==> src/rtl/rambyte_word_port.sv <==
// Word-access initiator for a byte-wide synchronous block RAM.
// Splits each 32-bit word request into four byte accesses and assembles little-endian read data.
module rambyte_word_port #(
    parameter int ADDR_W = 14
) (
    input  logic              CLK,
    input  logic              RST,
    input  logic              REQ,
    output logic              READY,
    input  logic              WR,
    input  logic [ADDR_W-3:0] WADDR,
    input  logic [31:0]       WDATA,
    input  logic [3:0]        BE,
    output logic [31:0]       RDATA,
    output logic              ACK,
    output logic              RAM_EN,
    output logic              RAM_WE,
    output logic [ADDR_W-1:0] RAM_ADDR,
    output logic [7:0]        RAM_DI,
    input  logic [7:0]        RAM_DO
);

    typedef enum logic [1:0] {
        S_IDLE   = 2'd0,
        S_ACCESS = 2'd1,
        S_DRAIN  = 2'd2
    } state_t;

    state_t            r_state;
    logic [1:0]        r_k;
    logic              r_wr;
    logic [ADDR_W-3:0] r_waddr;
    logic [31:0]       r_wdata;
    logic [3:0]        r_be;
    logic              r_ack;
    logic              r_cap_vld;
    logic [1:0]        r_cap_k;
    logic [31:0]       r_rdata;

    logic w_accept;
    logic w_access;

    assign w_accept = (r_state == S_IDLE) && REQ;
    assign w_access = (r_state == S_ACCESS);

    // Read byte k arrives on RAM_DO one cycle after its address; r_cap_* remembers which lane to fill.
    always_ff @(posedge CLK or posedge RST) begin
        if (RST) begin
            r_state   <= S_IDLE;
            r_k       <= 2'd0;
            r_wr      <= 1'b0;
            r_ack     <= 1'b0;
            r_cap_vld <= 1'b0;
            r_cap_k   <= 2'd0;
            r_rdata   <= 32'd0;
        end else begin
            r_ack     <= 1'b0;
            r_cap_vld <= 1'b0;
            if (r_cap_vld) begin
                r_rdata[{r_cap_k, 3'b000} +: 8] <= RAM_DO;
            end
            case (r_state)
                S_IDLE: begin
                    if (REQ) begin
                        r_state <= S_ACCESS;
                        r_k     <= 2'd0;
                        r_wr    <= WR;
                    end
                end
                S_ACCESS: begin
                    r_k <= r_k + 2'd1;
                    if (!r_wr) begin
                        r_cap_vld <= 1'b1;
                        r_cap_k   <= r_k;
                    end
                    if (r_k == 2'd3) begin
                        if (r_wr) begin
                            r_state <= S_IDLE;
                            r_ack   <= 1'b1;
                        end else begin
                            r_state <= S_DRAIN;
                        end
                    end
                end
                S_DRAIN: begin
                    r_state <= S_IDLE;
                    r_ack   <= 1'b1;
                end
                default: begin
                    r_state <= S_IDLE;
                end
            endcase
        end
    end

    // Request payload only needs to be valid while busy, so it carries no reset.
    always_ff @(posedge CLK) begin
        if (w_accept) begin
            r_waddr <= WADDR;
            r_wdata <= WDATA;
            r_be    <= BE;
        end
    end

    assign READY    = (r_state == S_IDLE);
    assign ACK      = r_ack;
    assign RDATA    = r_rdata;
    assign RAM_EN   = w_access;
    assign RAM_WE   = w_access && r_wr && r_be[r_k];
    assign RAM_ADDR = w_access ? {r_waddr, r_k} : '0;
    assign RAM_DI   = (w_access && r_wr) ? r_wdata[{r_k, 3'b000} +: 8] : 8'd0;

endmodule

==> config.mk <==
export PLATFORM = sky130hd
export DESIGN_NAME = rambyte_word_port
export DESIGN_NICKNAME = d
export VERILOG_FILES = /design/src/rtl/rambyte_word_port.sv
export SDC_FILE = /design/constraint.sdc
export NUM_CORES = 1
export LEC_CHECK = 0
export BUFFER_PORTS_ARGS = -buffer_cell sky130_fd_sc_hd__buf_4
export CELL_PAD_IN_SITES_DETAIL_PLACEMENT = 1
export CELL_PAD_IN_SITES_GLOBAL_PLACEMENT = 1
export CORE_ASPECT_RATIO = 0.6
export CORE_MARGIN = 2
export CORE_UTILIZATION = 36
export CTS_BUF_LIST = sky130_fd_sc_hd__clkbuf_16
export DETAILED_ROUTE_END_ITERATION = 7
export PLACE_DENSITY_LB_ADDON = 0.05
export SLEW_MARGIN = 0
export SYNTH_ARGS = -nofsm -noshare
export SYNTH_HDL_FRONTEND = slang
export SYNTH_SLANG_ARGS = --single-unit
==> constraint.sdc <==
create_clock -name CLK -period 2.5 [get_ports CLK]
set_input_delay 0.125 -clock CLK [delete_from_list [all_inputs] [get_ports CLK]]
set_output_delay 0.125 -clock CLK [all_outputs]
set_load 0.01 [all_outputs]
==> results of run 1 <==
## power by group through the flow
stage	Clock, mW	Sequential, mW	Combinational [mW]
after floorplan	0	2.17	0.930
after global placement	0	2.19	1.73
after detailed placement	0	2.20	1.76
after CTS	1.43	2.18	1.83
after global routing	1.49	2.22	1.99
final	1.41	2.18	1.81
## cells by family (layout without fill, tap and decap cells)
logic type / count (synthesis) / count (layout) / share of synthesized area
DFF: 89 / 89 / 0.701
and+or+nand+nor: 49 / 49 / 0.0864
AOI/OAI and AO/OA: 48 / 48 / 0.105
muxes: 20 / 20 / 0.0573
buffers and inverters: 13 / 192 / 0.0181
adders and majority gates: 9 / 9 / 0.0320
## state kept, by name, summed over array words and instances, names as in the netlist
register   flops
RDATA         32
r_wdata       32
r_waddr       12
r_be           4
r_cap_k        2
r_k            2
r_state        2
ACK            1
r_cap_vld      1
r_wr           1
## worst reg2reg max path, delay by kind of cell (launching register included)
family                   cells  cell delay [ps]
AND/OR/NAND/NOR              2              610
AO/OA/AOI/OAI                1              190
flip-flops                   1              510
buffers and inverters        1              150
adder cells (fa/ha/maj)      1              430
## cell usage in the layout, fill, tap and decap left out, drive strengths merged, types with 2 or more instances in the layout
cell           n
a22o          28
and2          15
and3           3
buf          122
bufinv         2
clkbuf         9
clkinv         3
dfrtp         41
dlygate4sd3   49
edfxtp        48
ha             9
inv            6
mux2i         19
nand2         17
nor2b          5
nor3b          2
nor4b          2
o21ai          7
o22ai          9
## worst min path at each step
stage          depth (start not counted)  startpoint  slack (ps)        end
2_1_floorplan                          0       BE[0]         220    r_be[0]
3_3_place_gp                           3         RST         290  RDATA[23]
6_report                               2          WR          30       r_wr
5_1_grt                                2          WR          30       r_wr
3_5_place_dp                           3         RST         300  RDATA[18]
4_1_cts                                2          WR          20       r_wr
## through the flow
step                      worst slack, ps   util
after detailed placement              565  0.491
final                                 435  0.577
after floorplan                       505      -
after CTS                             509  0.577
after global placement                682  0.491
after global routing                  329  0.577
## routing by layer
metal,global-route usage,vias up,share of wire
met1,0.260,1286,0.48
met5,0,-,0
met2,0.288,67,0.46
met4,0.0543,0,0.0082
met3,0.0556,7,0.053
li1,-,1204,-
## timing repair
action,CTS,global route
hold endpoints to repair,89,0
buffers inserted,0,0
hold buffers,49,0
## final cells by class
| class | count | area (µm²) |
|---|---|---|
| fill | 942 | 3940 |
| sequential | 89 | 2470 |
| timing repair buffer | 171 | 1430 |
| multi-input combinational | 126 | 988 |
| clock buffer | 9 | 225 |
| tap | 130 | 163 |
| clock inverter | 7 | 86.3 |
| inverter | 5 | 18.8 |
==> impl_metrics.toml, run 1 <==
[power]
internal_power_mw = 3.72
total_power_mw = 5.40
pwr-share-clk = 0.261
switchingPower_mw = 1.68
leakagePower_nw = 2.40
sequentialPowerShare = 0.403
pwr_density_cell_mw_per_mm2 = 1000
combPwrFrac = 0.336
swShare = 0.310
peakVddDrop_mv = 0.650

[global_route]
grt_pass1_vias = 2822
antenna_found_initial = 0
grt_overflow = 0
grt_pass1_wl_mm = 15.2
grt_max_degree = 42
grt.total_usage = 0.188

[timing]
tns_ps = 0
finClkSkew_ps = 4.92
fmax_ghz = 0.484
drv_slew = 0
setup_violations = 0
rsz0062_at_grt = "no"
timing.hold.ws_ps = 33.0
hold_violations = 0
maxSlewHeadroom = 0.615
final.period_utilization = 0.826
min_period_ps = 2070
worst_pin_slew_ps = 577

[status]
status = "completed"

[placement]
place_hpwl_mm = 6.55
dp_cells = 472
detailed_place.area_mm2 = 0.00458
port-buffer-count = 117
gp_congestion = 0.742

[synthesis]
syn-num-nets = 297
netlist_area_mm2 = 0.00352
ys_seq_area_frac = 0.701
yosysTopAreaCell = "edfxtp_1"
syn_inst = 228
synthTopCellsByCount = "48 x edfxtp_1, 41 x dfrtp_1, 28 x a22o_1"
syn-mean-instance-area_um2 = 15.4
synth_top_area_frac = 0.410
synth_warnings = 0
async_flop_share = 0.461
synthFlopType = "edfxtp_1"
synth.area.top_cells = "edfxtp_1 41%, dfrtp_1 29%, a22o_1 7.0%, mux2i_1 5.4%, ha_1 3.2%"
yosys.cell_count.top_type = "edfxtp_1"
synth_cell_types = 30
synth-edff-count = 48
synth-seq-cells = 89

[worst_setup_path]
reg2reg_slack_ps = 560
worstSetupStartpoint = "r_state[1]"
reg2regPathDepth = 5
setup.worst_path.end = "RAM_DI[4]"
max_stage_delay_ps = 390
r2r_start = "r_cap_k[0]"
cp_slowest_cell = "dfrtp_1"
path_cells = "inv_1, ha_1, nand3_1, o22ai_1, buf_4"
cp.required_ps = 2380
crit_arrival_ps = 1940
crit_path_end_kind = "output port"
path_depth = 5
r2r-end = "RDATA[8]"
crit_type = "register to output port"
cp-start-kind = "register"
crit_fanout = 9
path_buf_inv = 2
cp_top_family = "flip-flops"

[clocking]
cts_root_buf = "clkbuf_16"
cts_buffer_depth = 2
tritoncts = "yes"
cts_resized = 0
htreeDepth = 3
cts_sinks = 89
path_clk_slew_ps = 60
cts_buffers = 9
clock_latency_ps = 330

[drt]
drt_pass1_iterations = 4
finalWirelength_mm = 9.58
drt_first_iter_violations = 90
wl_per_cell_um = 17.8
final_antenna_net_count = 0
post_drt_via_cell_ratio = 4.77
drc = 0
vias = 2564

[cells_and_area]
area_delta_synth_final_pct = 52.9
stdcell_area_mm2 = 0.00538
layout-drive-gt1-share = 0.349
final_cell_count_no_fill = 537
layout.nets = 471
diodes = 0

[floorplan]
die_area_mm2 = 0.0106
ios = 118
die_w_um = 132
start_util = 0.377
rows = 27
die_h_um = 80.6
core_mm2 = 0.00932

[min_path]
holdCritPathClass = "input pin to register"

[job]
cap_viol_max_count = 0
No activity file was read; power rests on OpenSTA's default activity.
==> run 2: changes to the inputs <==
ABC_AREA = 1   (was not set)
CORE_UTILIZATION = 38   (was 36)
clock period = 2.1 ns   (was 2.5 ns; I/O delays follow)
==> impl_metrics.toml, run 2 <==
[status]
status = "completed"

[floorplan]
core_mm2 = 0.00988
die_area_mm2 = 0.0110
start_util = 0.390
rows = 28
die_w_um = 134
ios = 118
die_h_um = 82.0

[synthesis]
synth.area.top_cells = "edfxtp_1 37%, dfrtp_1 27%, nand2_1 14%, inv_1 6.3%, nand3_1 3.5%"
synthTopCellsByCount = "144 x nand2_1, 65 x inv_1, 48 x edfxtp_1"
syn_inst = 397
synth-seq-cells = 89
synth_cell_types = 20
yosysTopAreaCell = "edfxtp_1"
netlist_area_mm2 = 0.00386
ys_seq_area_frac = 0.640
synth-edff-count = 48
yosys.cell_count.top_type = "nand2_1"
async_flop_share = 0.461
synthFlopType = "edfxtp_1"
syn-num-nets = 466
syn-mean-instance-area_um2 = 9.72
synth_warnings = 0
synth_top_area_frac = 0.374

[clocking]
path_clk_slew_ps = 60
cts_resized = 0
htreeDepth = 3
cts_buffers = 9
cts_sinks = 89
postCtsSetupBuffers = 0
cts_root_buf = "clkbuf_16"
cts_buffer_depth = 2
tritoncts = "yes"
holdBufCountCts = 50
clock_latency_ps = 350

[cells_and_area]
post-route-util = 0.578
area_delta_synth_final_pct = 48.1
diodes = 0
fill_cells = 1128
layout.nets = 641
layout_commonest_cell = "nand2_1"
layout-drive-gt1-share = 0.256
final_cell_mix = "144 x nand2_1, 125 x buf_4, 64 x inv_1, 50 x dlygate4sd3_1, 48 x edfxtp_1"

[timing]
finClkSkew_ps = 11.3
drv_slew = 0
fmax_ghz = 0.522
tns_ps = 0
timing.hold.ws_ps = 19.9
hold_violations = 0
worst_pin_slew_ps = 713
maxSlewHeadroom = 0.524
final.period_utilization = 0.911
setup_violations = 0
rsz0062_at_grt = "no"
min_period_ps = 1910

[global_route]
grt.total_usage = 0.225
grt_pass1_vias = 3593
grt_use_met3 = 0.0519
antenna_found_initial = 0
grt_use_met2 = 0.370
grt_busiest_layer = "met2"
grt_overflow = 0
use_met1 = 0.298
grt_max_degree = 42
grt_pass1_wl_mm = 18.6

[placement]
gp_congestion = 0.782
place_hpwl_mm = 7.85
port-buffer-count = 117

[drt]
vias = 3319
drc = 0
drt_first_iter_violations = 160
final_antenna_net_count = 0
post_drt_via_cell_ratio = 4.66
finalWirelength_mm = 11.7
drt_pass1_iterations = 4
wl_per_cell_um = 16.4

[worst_setup_path]
cp.required_ps = 2000
crit_arrival_ps = 1810
crit_path_end_kind = "output port"
crit_fanout = 10
cp-start-kind = "register"
crit_type = "register to output port"

[power]
leakagePower_nw = 2.84
pwr_density_cell_mw_per_mm2 = 1230
peakVddDrop_mv = 0.661

[job]
cap_viol_max_count = 0

[min_path]
holdCritPathClass = "input pin to register"
run 2: cell types whose count changed after synthesis, moves of 3 or more:
| cell | before | now |
|---|---|---|
| nand2_1 | 16 | 144 |
| inv_1 | 5 | 65 |
| a22o_1 | 28 | 0 |
| nand3_1 | 1 | 27 |
| mux2i_1 | 19 | 0 |
| and2_1 | 15 | 0 |
| a21oi_1 | 0 | 10 |
| o21ai_0 | 7 | 17 |
| nor2_1 | 0 | 9 |
| o22ai_1 | 9 | 0 |
| nand4_1 | 0 | 8 |
| nor2b_1 | 5 | 0 |
| and3_1 | 3 | 0 |
run 2: per-layer routing:
layer	wire (µm)	share of wire	vias to the layer above
met2	5450	0.47	111
li1	-	-	1601
met5	0	0	-
met4	153	0.013	0
met3	755	0.065	14
met1	5330	0.46	1593
run 2: cell families after synthesis:
group,after synthesis,share of synthesized area
simple gates,194,0.215
compound gates,28,0.0370
fa+ha+maj,9,0.0292
flops,89,0.640
buf+inv,77,0.0788
run 2: stage by stage:
stage          power, mW  setup slack, ps  area [µm²]  cells
2_1_floorplan       4.12              203        3860    397
3_3_place_gp        5.20              419        4910    646
3_5_place_dp        5.32              306        4910    646
4_1_cts             7.06              199        5710    712
5_1_grt             7.49             12.6        5710    712
6_report            7.01              186        5710    712
run 2: cell type report:
class                   count  area (µm²)  share of cell area
clock buffers               9         225              0.0394
clock inverters             7        76.3              0.0134
inverters                  66         251              0.0440
multi-input cells         231        1090               0.190
flip-flops and latches     89        2470               0.432
well taps                 135         169              0.0296
repair buffers            175        1440               0.252
run 2: worst paths after layout:
kind | depth (start not counted) | slack [ps] | endpoint | startpoint
worst max-delay path | 5 | 190 | RAM_DI[3] | r_state[1]
worst min-delay path | 3 | 20 | RDATA[2] | RAM_DO[2]
worst max register to register | 6 | 290 | RDATA[6] | r_cap_k[0]
worst min register to register | 2 | 480 | RDATA[2] | RDATA[2]
max in group asynchronous | 4 | 1250 | RDATA[24] | RST
min in group asynchronous | 4 | 470 | ACK | RST
run 2: critical path, stage by stage, from the launching register on:
cell	delay (ps)
dfrtp_1	400
inv_1	80
ha_1	250
nand2_1	290
a21oi_1	270
buf_4	170
run 2: power by group:
group,internal (mW),switching [mW],leakage [nW],total (mW)
Combinational,1.07,1.56,1.74,2.63
Clock,0.932,0.701,0.143,1.63
Sequential,2.44,0.311,0.958,2.75
